$ cat src/rtl/ccw_output.sv
`default_nettype none
// +----------------------------------------------------------------------------+
// | ccw_output : counter-clockwise ring output port. Per-VC round-robin        |
// | arbitration, one-packet slot per VC, phase-aligned launch, hop decrement.  |
// | Revision   : 1.0                                                           |
// +----------------------------------------------------------------------------+
module ccw_output #(
  parameter int DATA_WIDTH = 64,
  parameter int HOP_MSB    = 55,
  parameter int HOP_LSB    = 48
) (
  input  logic                  clk,
  input  logic                  rst,
  input  logic                  polarity,
  input  logic                  request_ccw_even,
  input  logic                  request_ccw_odd,
  input  logic                  request_pe_even,
  input  logic                  request_pe_odd,
  input  logic [DATA_WIDTH-1:0] data_in_ccw_even,
  input  logic [DATA_WIDTH-1:0] data_in_ccw_odd,
  input  logic [DATA_WIDTH-1:0] data_in_pe_even,
  input  logic [DATA_WIDTH-1:0] data_in_pe_odd,
  output logic                  grant_ccw_even,
  output logic                  grant_ccw_odd,
  output logic                  grant_pe_even,
  output logic                  grant_pe_odd,
  output logic                  ccwso,
  input  logic                  ccwro,
  output logic [DATA_WIDTH-1:0] ccwdo
);

  localparam int c_HOP_W = HOP_MSB - HOP_LSB + 1;

  // Index 0 is the even VC, index 1 the odd VC.
  logic [1:0]            w_req_ccw;
  logic [1:0]            w_req_pe;
  logic [1:0]            w_gnt_ccw;
  logic [1:0]            w_gnt_pe;
  logic [1:0]            w_launch;
  logic [DATA_WIDTH-1:0] w_din_ccw [2];
  logic [DATA_WIDTH-1:0] w_din_pe  [2];
  logic [DATA_WIDTH-1:0] w_slot    [2];

  assign w_req_ccw    = {request_ccw_odd, request_ccw_even};
  assign w_req_pe     = {request_pe_odd, request_pe_even};
  assign w_din_ccw[0] = data_in_ccw_even;
  assign w_din_ccw[1] = data_in_ccw_odd;
  assign w_din_pe[0]  = data_in_pe_even;
  assign w_din_pe[1]  = data_in_pe_odd;

  assign grant_ccw_even = w_gnt_ccw[0];
  assign grant_ccw_odd  = w_gnt_ccw[1];
  assign grant_pe_even  = w_gnt_pe[0];
  assign grant_pe_odd   = w_gnt_pe[1];

  // Saturating decrement of the hop field; every other bit passes through.
  function automatic logic [DATA_WIDTH-1:0] f_hop_dec(input logic [DATA_WIDTH-1:0] d);
    logic [DATA_WIDTH-1:0] r;
    r = d;
    if (d[HOP_MSB:HOP_LSB] != '0) begin
      r[HOP_MSB:HOP_LSB] = d[HOP_MSB:HOP_LSB] - {{(c_HOP_W-1){1'b0}}, 1'b1};
    end
    return r;
  endfunction

  genvar v;
  generate
    for (v = 0; v < 2; v++) begin : g_vc
      // Even slot launches at polarity=1 edges, odd slot at polarity=0 edges.
      localparam logic c_LAUNCH_POL = (v == 0) ? 1'b1 : 1'b0;

      logic                  r_full;
      logic                  r_last_pe;
      logic [DATA_WIDTH-1:0] r_slot;
      logic                  w_sel_ccw;
      logic                  w_sel_pe;

      assign w_sel_ccw    = w_req_ccw[v] & (~w_req_pe[v] | r_last_pe);
      assign w_sel_pe     = w_req_pe[v] & (~w_req_ccw[v] | ~r_last_pe);
      assign w_gnt_ccw[v] = ~rst & ~r_full & w_sel_ccw;
      assign w_gnt_pe[v]  = ~rst & ~r_full & w_sel_pe;
      assign w_launch[v]  = r_full & ccwro & (polarity == c_LAUNCH_POL);
      assign w_slot[v]    = r_slot;

      always_ff @(posedge clk) begin
        if (rst) begin
          r_full    <= 1'b0;
          r_last_pe <= 1'b1;
          r_slot    <= '0;
        end else if (w_gnt_ccw[v]) begin
          r_slot    <= w_din_ccw[v];
          r_full    <= 1'b1;
          r_last_pe <= 1'b0;
        end else if (w_gnt_pe[v]) begin
          r_slot    <= w_din_pe[v];
          r_full    <= 1'b1;
          r_last_pe <= 1'b1;
        end else if (w_launch[v]) begin
          r_full    <= 1'b0;
        end
      end
    end
  endgenerate

  // Launch conditions are phase-exclusive, so at most one VC drives the link.
  always_ff @(posedge clk) begin
    if (rst) begin
      ccwso <= 1'b0;
      ccwdo <= '0;
    end else if (w_launch[1]) begin
      ccwso <= 1'b1;
      ccwdo <= f_hop_dec(w_slot[1]);
    end else if (w_launch[0]) begin
      ccwso <= 1'b1;
      ccwdo <= f_hop_dec(w_slot[0]);
    end else begin
      ccwso <= 1'b0;
    end
  end

endmodule
`default_nettype wire

$ cat config.mk
export PLATFORM = sky130hd
export DESIGN_NAME = ccw_output
export DESIGN_NICKNAME = d
export VERILOG_FILES = /design/src/rtl/ccw_output.sv
export SDC_FILE = /design/constraint.sdc
export NUM_CORES = 1
export LEC_CHECK = 0
export CORE_MARGIN = 3
export CORE_UTILIZATION = 28
export DETAILED_ROUTE_END_ITERATION = 10
export GPL_TIMING_DRIVEN = 0
export PLACE_DENSITY = 0.61
export SETUP_SLACK_MARGIN = 0.02
export SYNTH_ARGS = -nofsm -noshare
export SYNTH_HDL_FRONTEND = slang
export SYNTH_SLANG_ARGS = --single-unit
$ cat constraint.sdc
create_clock -name clk -period 3 [get_ports clk]
set_input_delay 0.3 -clock clk [delete_from_list [all_inputs] [get_ports clk]]
set_output_delay 0.3 -clock clk [all_outputs]
set_load 0.02 [all_outputs]
# ---- Yosys cells after proc, flatten, opt, wreduce, memory -nomap -nowiden
# Cells that the tools add are included.
dict set report word_totals {
  register_bits 197
  inputBits 264
  output_inout_bits 69
  elab_cells 65
}
dict set report classes {
  addsub 2
  mux 20
  n_bitwise 28
  reduce_logical 7
}
# operator count
set op_table {}
lappend op_table {{$mux 64} 6}
lappend op_table {{$mux 8} 2}
lappend op_table {{$reduce_bool 8->1} 2}
lappend op_table {{$sub 8x1->8 const B} 2}
lappend op_table {{$and 1x1->1} 14}
lappend op_table {{$mux 1} 12}
lappend op_table {{$not 1->1} 10}
lappend op_table {{$reduce_bool 2->1} 3}
lappend op_table {{$reduce_bool 3->1} 2}
lappend op_table {{$or 1x1->1} 4}

# ---- Depth between registers and ports, before layout
# Gate-level depths: netlist (run 1).
dict set report logic_depth {
  word_depth 6
  depth_mapped 7
  depth_no_buf 6
}

# ---- Least setup slack after synthesis (run 1)
# Ideal clock, no wire load.
dict set report synth_path {
  path_type {reg-to-reg}
  startpoint {register g_vc[1].r_slot[50]}
  endpoint {register ccwdo[49]}
  arrival_ns 1.781
  required_time_ns 2.905
  setup_slack_ns 1.124
  stages_incl_launch_ff 5
  period_less_slack_ns 1.876
  cell_sequence {dfxtp_1 -> or4_4 -> nor4b_4 -> mux2_2 -> a221oi_1}
}
dict set report synth_between {
  elab_chain_len 3
}
# item line_no
set synth_lines {}
lappend synth_lines {{start: declaration} 74} ;# logic [DATA_WIDTH-1:0] r_slot;
lappend synth_lines {{start signal: assignment} 91} ;# r_slot <= w_din_ccw[v];
lappend synth_lines {{start signal: assignment} 95} ;# r_slot <= w_din_pe[v];
lappend synth_lines {{$reduce_bool 8->1} 60} ;# if (d[HOP_MSB:HOP_LSB] != '0) begin
lappend synth_lines {{$mux 8} 60}
lappend synth_lines {{$mux 64} 110} ;# end else if (w_launch[1]) begin
lappend synth_lines {{end signal: assignment} 112} ;# ccwdo <= f_hop_dec(w_slot[1]);
lappend synth_lines {{end signal: assignment} 115} ;# ccwdo <= f_hop_dec(w_slot[0]);
lappend synth_lines {{end: declaration} 29} ;# output logic [DATA_WIDTH-1:0] ccwdo
# Every way passes these cells.
# A chain may end at the register's enable or synchronous reset.

# ---- Final worst setup path (run 1)
dict set report layout_path {
  startpoint {register g_vc[1].r_full}
  endpoint {output grant_ccw_odd}
}
dict set report layout_between {
  elab_chain_len 3
}
# item line_no
set layout_lines {}
lappend layout_lines {{start: declaration} 72} ;# logic r_full;
lappend layout_lines {{start signal: assignment} 87} ;# r_full <= 1'b0;
lappend layout_lines {{start signal: assignment} 92} ;# r_full <= 1'b1;
lappend layout_lines {{start signal: assignment} 96} ;# r_full <= 1'b1;
lappend layout_lines {{$not 1->1} 80} ;# assign w_gnt_ccw[v] = ~rst & ~r_full & w_sel_ccw;
lappend layout_lines {{$and 1x1->1 (2 in a row)} 80}
lappend layout_lines {{end: declaration} 24} ;# output logic grant_ccw_odd,
# Every way passes these cells.

==> results of run 1 <==
-- critical path, delay by kind of cell, from the launching register on --
family | cells | cell delay, ns
flops | 1 | 0.39
simple gates | 1 | 0.15
compound gates | 1 | 0.44
buf+inv | 3 | 1.07
-- power by group --
group / switching, uW / internal (uW) / total [uW]
Sequential: 131 / 2820 / 2950
Combinational: 633 / 698 / 1330
Clock: 1170 / 1110 / 2280
-- sequential cells by signal, summed over array words and instances (netlist names) --
name	cells
g_vc.r_full	2
ccwso	1
g_vc.r_slot	128
g_vc.r_last_pe	2
ccwdo	64
-- synthesized netlist by cell type --
cell	n
nor4b_4	1
o22ai_1	3
o21ai_0	3
buf_2	11
or4_1	1
ha_1	4
xnor2_1	5
mux2i_1	130
a311oi_1	55
or4_4	1
a221oi_1	2
or3_2	2
buf_4	5
and3b_1	1
buf_1	6
dfxtp_1	197
a21oi_1	13
inv_1	11
a211o_1	1
nand3b_1	1
nand3_1	3
a221o_1	1
a22oi_1	4
mux2_2	1
a2111oi_0	1
o32ai_1	1
o221ai_1	1
nor3b_1	4
clkbuf_1	70
o221a_1	1
nor3_1	5
nand2_1	115
o31ai_1	1
and3_1	3
nand2b_1	4
o21a_1	3
xor2_1	2
a21boi_0	1
nor2_1	192
a211oi_1	129
nor4_1	3
o211ai_1	1
-- routing by layer --
metal	global-route usage [%]	part of all wire (%)	vias to the layer above
met4	4.60	1.5	2
met2	32.1	48	270
li1	-	-	4291
met1	24.8	44	4111
met3	4.69	6.3	29
met5	0	0.027	-
-- stage by stage --
stage               instance area (sq um)  util [%]
finish                              13200      42.9
floorplan                            8840         -
CTS                                 13200      42.9
global placement                    12700      41.0
detailed placement                  12700      41.0
global route                        13200      42.9
-- cell families after synthesis --
family,share of synthesized area (%)
AO/OA/AOI/OAI,19.2
XOR/XNOR,0.693
adder cells (fa/ha/maj),0.566
buffers and inverters,4.74
flip-flops,44.6
multiplexers,14.8
AND/OR/NAND/NOR,15.4
-- layout make-up --
cell class                      instances  area share [%]
Tap cell                              396            3.75
Sequential cell                       197            29.8
Timing Repair Buffer                  331            25.1
Buffer                                 91            2.85
Clock inverter                         14            1.06
Antenna cell                            1          0.0189
Multi-Input combinational cell        699            33.9
Clock buffer                           18            3.25
Inverter                               11           0.312
-- worst min path at each step --
stage / to / slack [ns] / cells after the start
2_1_floorplan: g_vc[0].r_last_pe / 0.44 / 1
3_3_place_gp: ccwdo[58] / 0.45 / 2
3_5_place_dp: ccwdo[44] / 0.45 / 2
4_1_cts: ccwdo[51] / 0.38 / 3
5_1_grt: ccwdo[51] / 0.39 / 3
6_report: ccwdo[51] / 0.39 / 3
==> reports/metrics.yaml, run 1 <==
run_status:
  status: "finished clean"
route:
  detailedRoute.firstIterationViolations: 457
  number_of_detailed_route_iterations_in_the_first_pass: 5
  avgRoutedWirePerCell_microns: 19.1
  drt_drc_violations_left: 0
  via_count: 8703
  route.antenna.remaining_nets: 0
  drt-total-wl_mm: 33.6
  vias_per_cell: 4.95
placement:
  placedCellCount: 1726
  gpl.final_weighted_congestion: 0.788
  numPortBuffers: 331
  dp_slack_ns: 0.113
  detailedPlacementHpwl_mm: 25.6
setup_path:
  reg2reg_to: "g_vc[1].r_slot[44]"
  cp-startpoint: "g_vc[1].r_full"
  worstSetupEndpointType: "output port"
  critical_path.cell_chain: "nand2b_1, a211o_1, clkbuf_1, inv_1, clkdlybuf4s50_1"
  critical_path.reg2reg.startpoint: "g_vc[1].r_full"
  setup.worst_path.start_class: "flip-flop"
  rrSetupSlack_ns: 0.30
  worst_ep_required_time_ns: 2.70
  crit_path_end: "grant_ccw_odd"
  slowest_delay_ns: 0.55
  critical-path-slowest-cell: "clkdlybuf4s50_1"
  rr_worst_depth: 6
  signal_arrival_time_at_the_worst_endpoint_ns: 2.50
  critPathKind: "reg -> out"
  path_max_fanout: 12
global_route:
  grt_start_max_net_pins: 20
  gr-usage-all-layers_pct: 19.1
  grt_first_pass_wirelength_mm: 49.9
  vias_in_the_first_global_route: 8659
  antenna_found_initial: 2
  globalRouteOverflowTotal: 0
sta:
  final.period_utilization_pct: 93.4
  final.min_clock_period_ns: 2.80
  final-hold-violation-count: 0
  maxSlewViolCount: 0
  fin_skew_ns: 0.0135
  holdWs_ns: 0.389
  layout_setup_ws_ns: 0.197
  report.final.setup_viol: 0
  transition_time_of_the_tightest_slew_check_pin_ns: 0.970
  fmax_mhz: 357
  rsz0062_at_grt: "no"
  totalNegativeSetupSlack_ns: 0
  maxSlewHeadroom_pct: 35.3
cells_and_area:
  most-common-layout-cells: "331 x clkdlybuf4s50_1, 197 x dfxtp_1, 192 x nor2_1"
  nNetsFinal: 1616
  layout_cell_share_with_drive_strength_beyond_1_pct: 3.82
  layout.cells.non_filler: 1758
  mostFrequentLayoutCell: "clkdlybuf4s50_1"
  areaGrowthSynthToFinish_pct: 49.5
  multiInputGateArea_sq_um: 4480
  nFillCells: 3072
  seq_area_sq_um: 3940
yosys:
  synth_area_per_inst_sq_um: 8.85
  postSynthRegisterBits: 197
  ys_types: 42
  synth_top_area_share_pct: 44.6
  synth.yosys.seq_area_share_pct: 44.6
  syn-instance-count: 999
  synth_cell_area_sq_um: 8840
  synthTopCellsByArea: "dfxtp_1 45%, mux2i_1 15%, a211oi_1 11%"
  synth.yosys.warnings: 0
  yosys.area.top_type: "dfxtp_1"
  mappedNetlistNets: 1267
pwr:
  power.density_cell_area_nw_per_um2: 496
  totalPowerFinal_uw: 6560
  peak_vdd_ir_mv: 0.360
  power.leakage_uw: 0.00498
clock_network:
  number_of_sinks_on_the_clock_net: 197
  clock_path_buffers: 2
  tritoncts.num_buffers: 17
  clock_insertion_delay_worst_skew_ns: 0.43
  cts_root_buf: "clkbuf_16"
  cts.hold.buffers_added: 0
  cts_tree: "yes"
  cts_max_level: 4
  worst_setup_hold_path_clk_slew_ns: 0.08
  cts.repair_timing.setup_buffer_count: 0
  cts.repair.resized: 0
run:
  drv_cap: 0
floorplan:
  total_die_area_sq_um: 33800
  core_area_sq_um: 30800
  num_rows: 64
  horizontal_extent_of_the_die_microns: 184
  num_io_pins: 333
  start_util_pct: 28.7
  die-height_microns: 184
min_path:
  hold_path.startpoint: "rst"
  timing.hold.worst.class: "in -> reg"
(Power assumes the default switching activity.)
==> run 2: changes to the inputs <==
--- a/config.mk
+++ b/config.mk
@@ -5,6 +5,7 @@
 export SDC_FILE = /design/constraint.sdc
 export NUM_CORES = 1
 export LEC_CHECK = 0
+export CAP_MARGIN = 25
 export CORE_MARGIN = 3
 export CORE_UTILIZATION = 28
 export DETAILED_ROUTE_END_ITERATION = 10
==> results of run 2 <==
The final DEF is identical to that of run 1; final timing and power are the same.
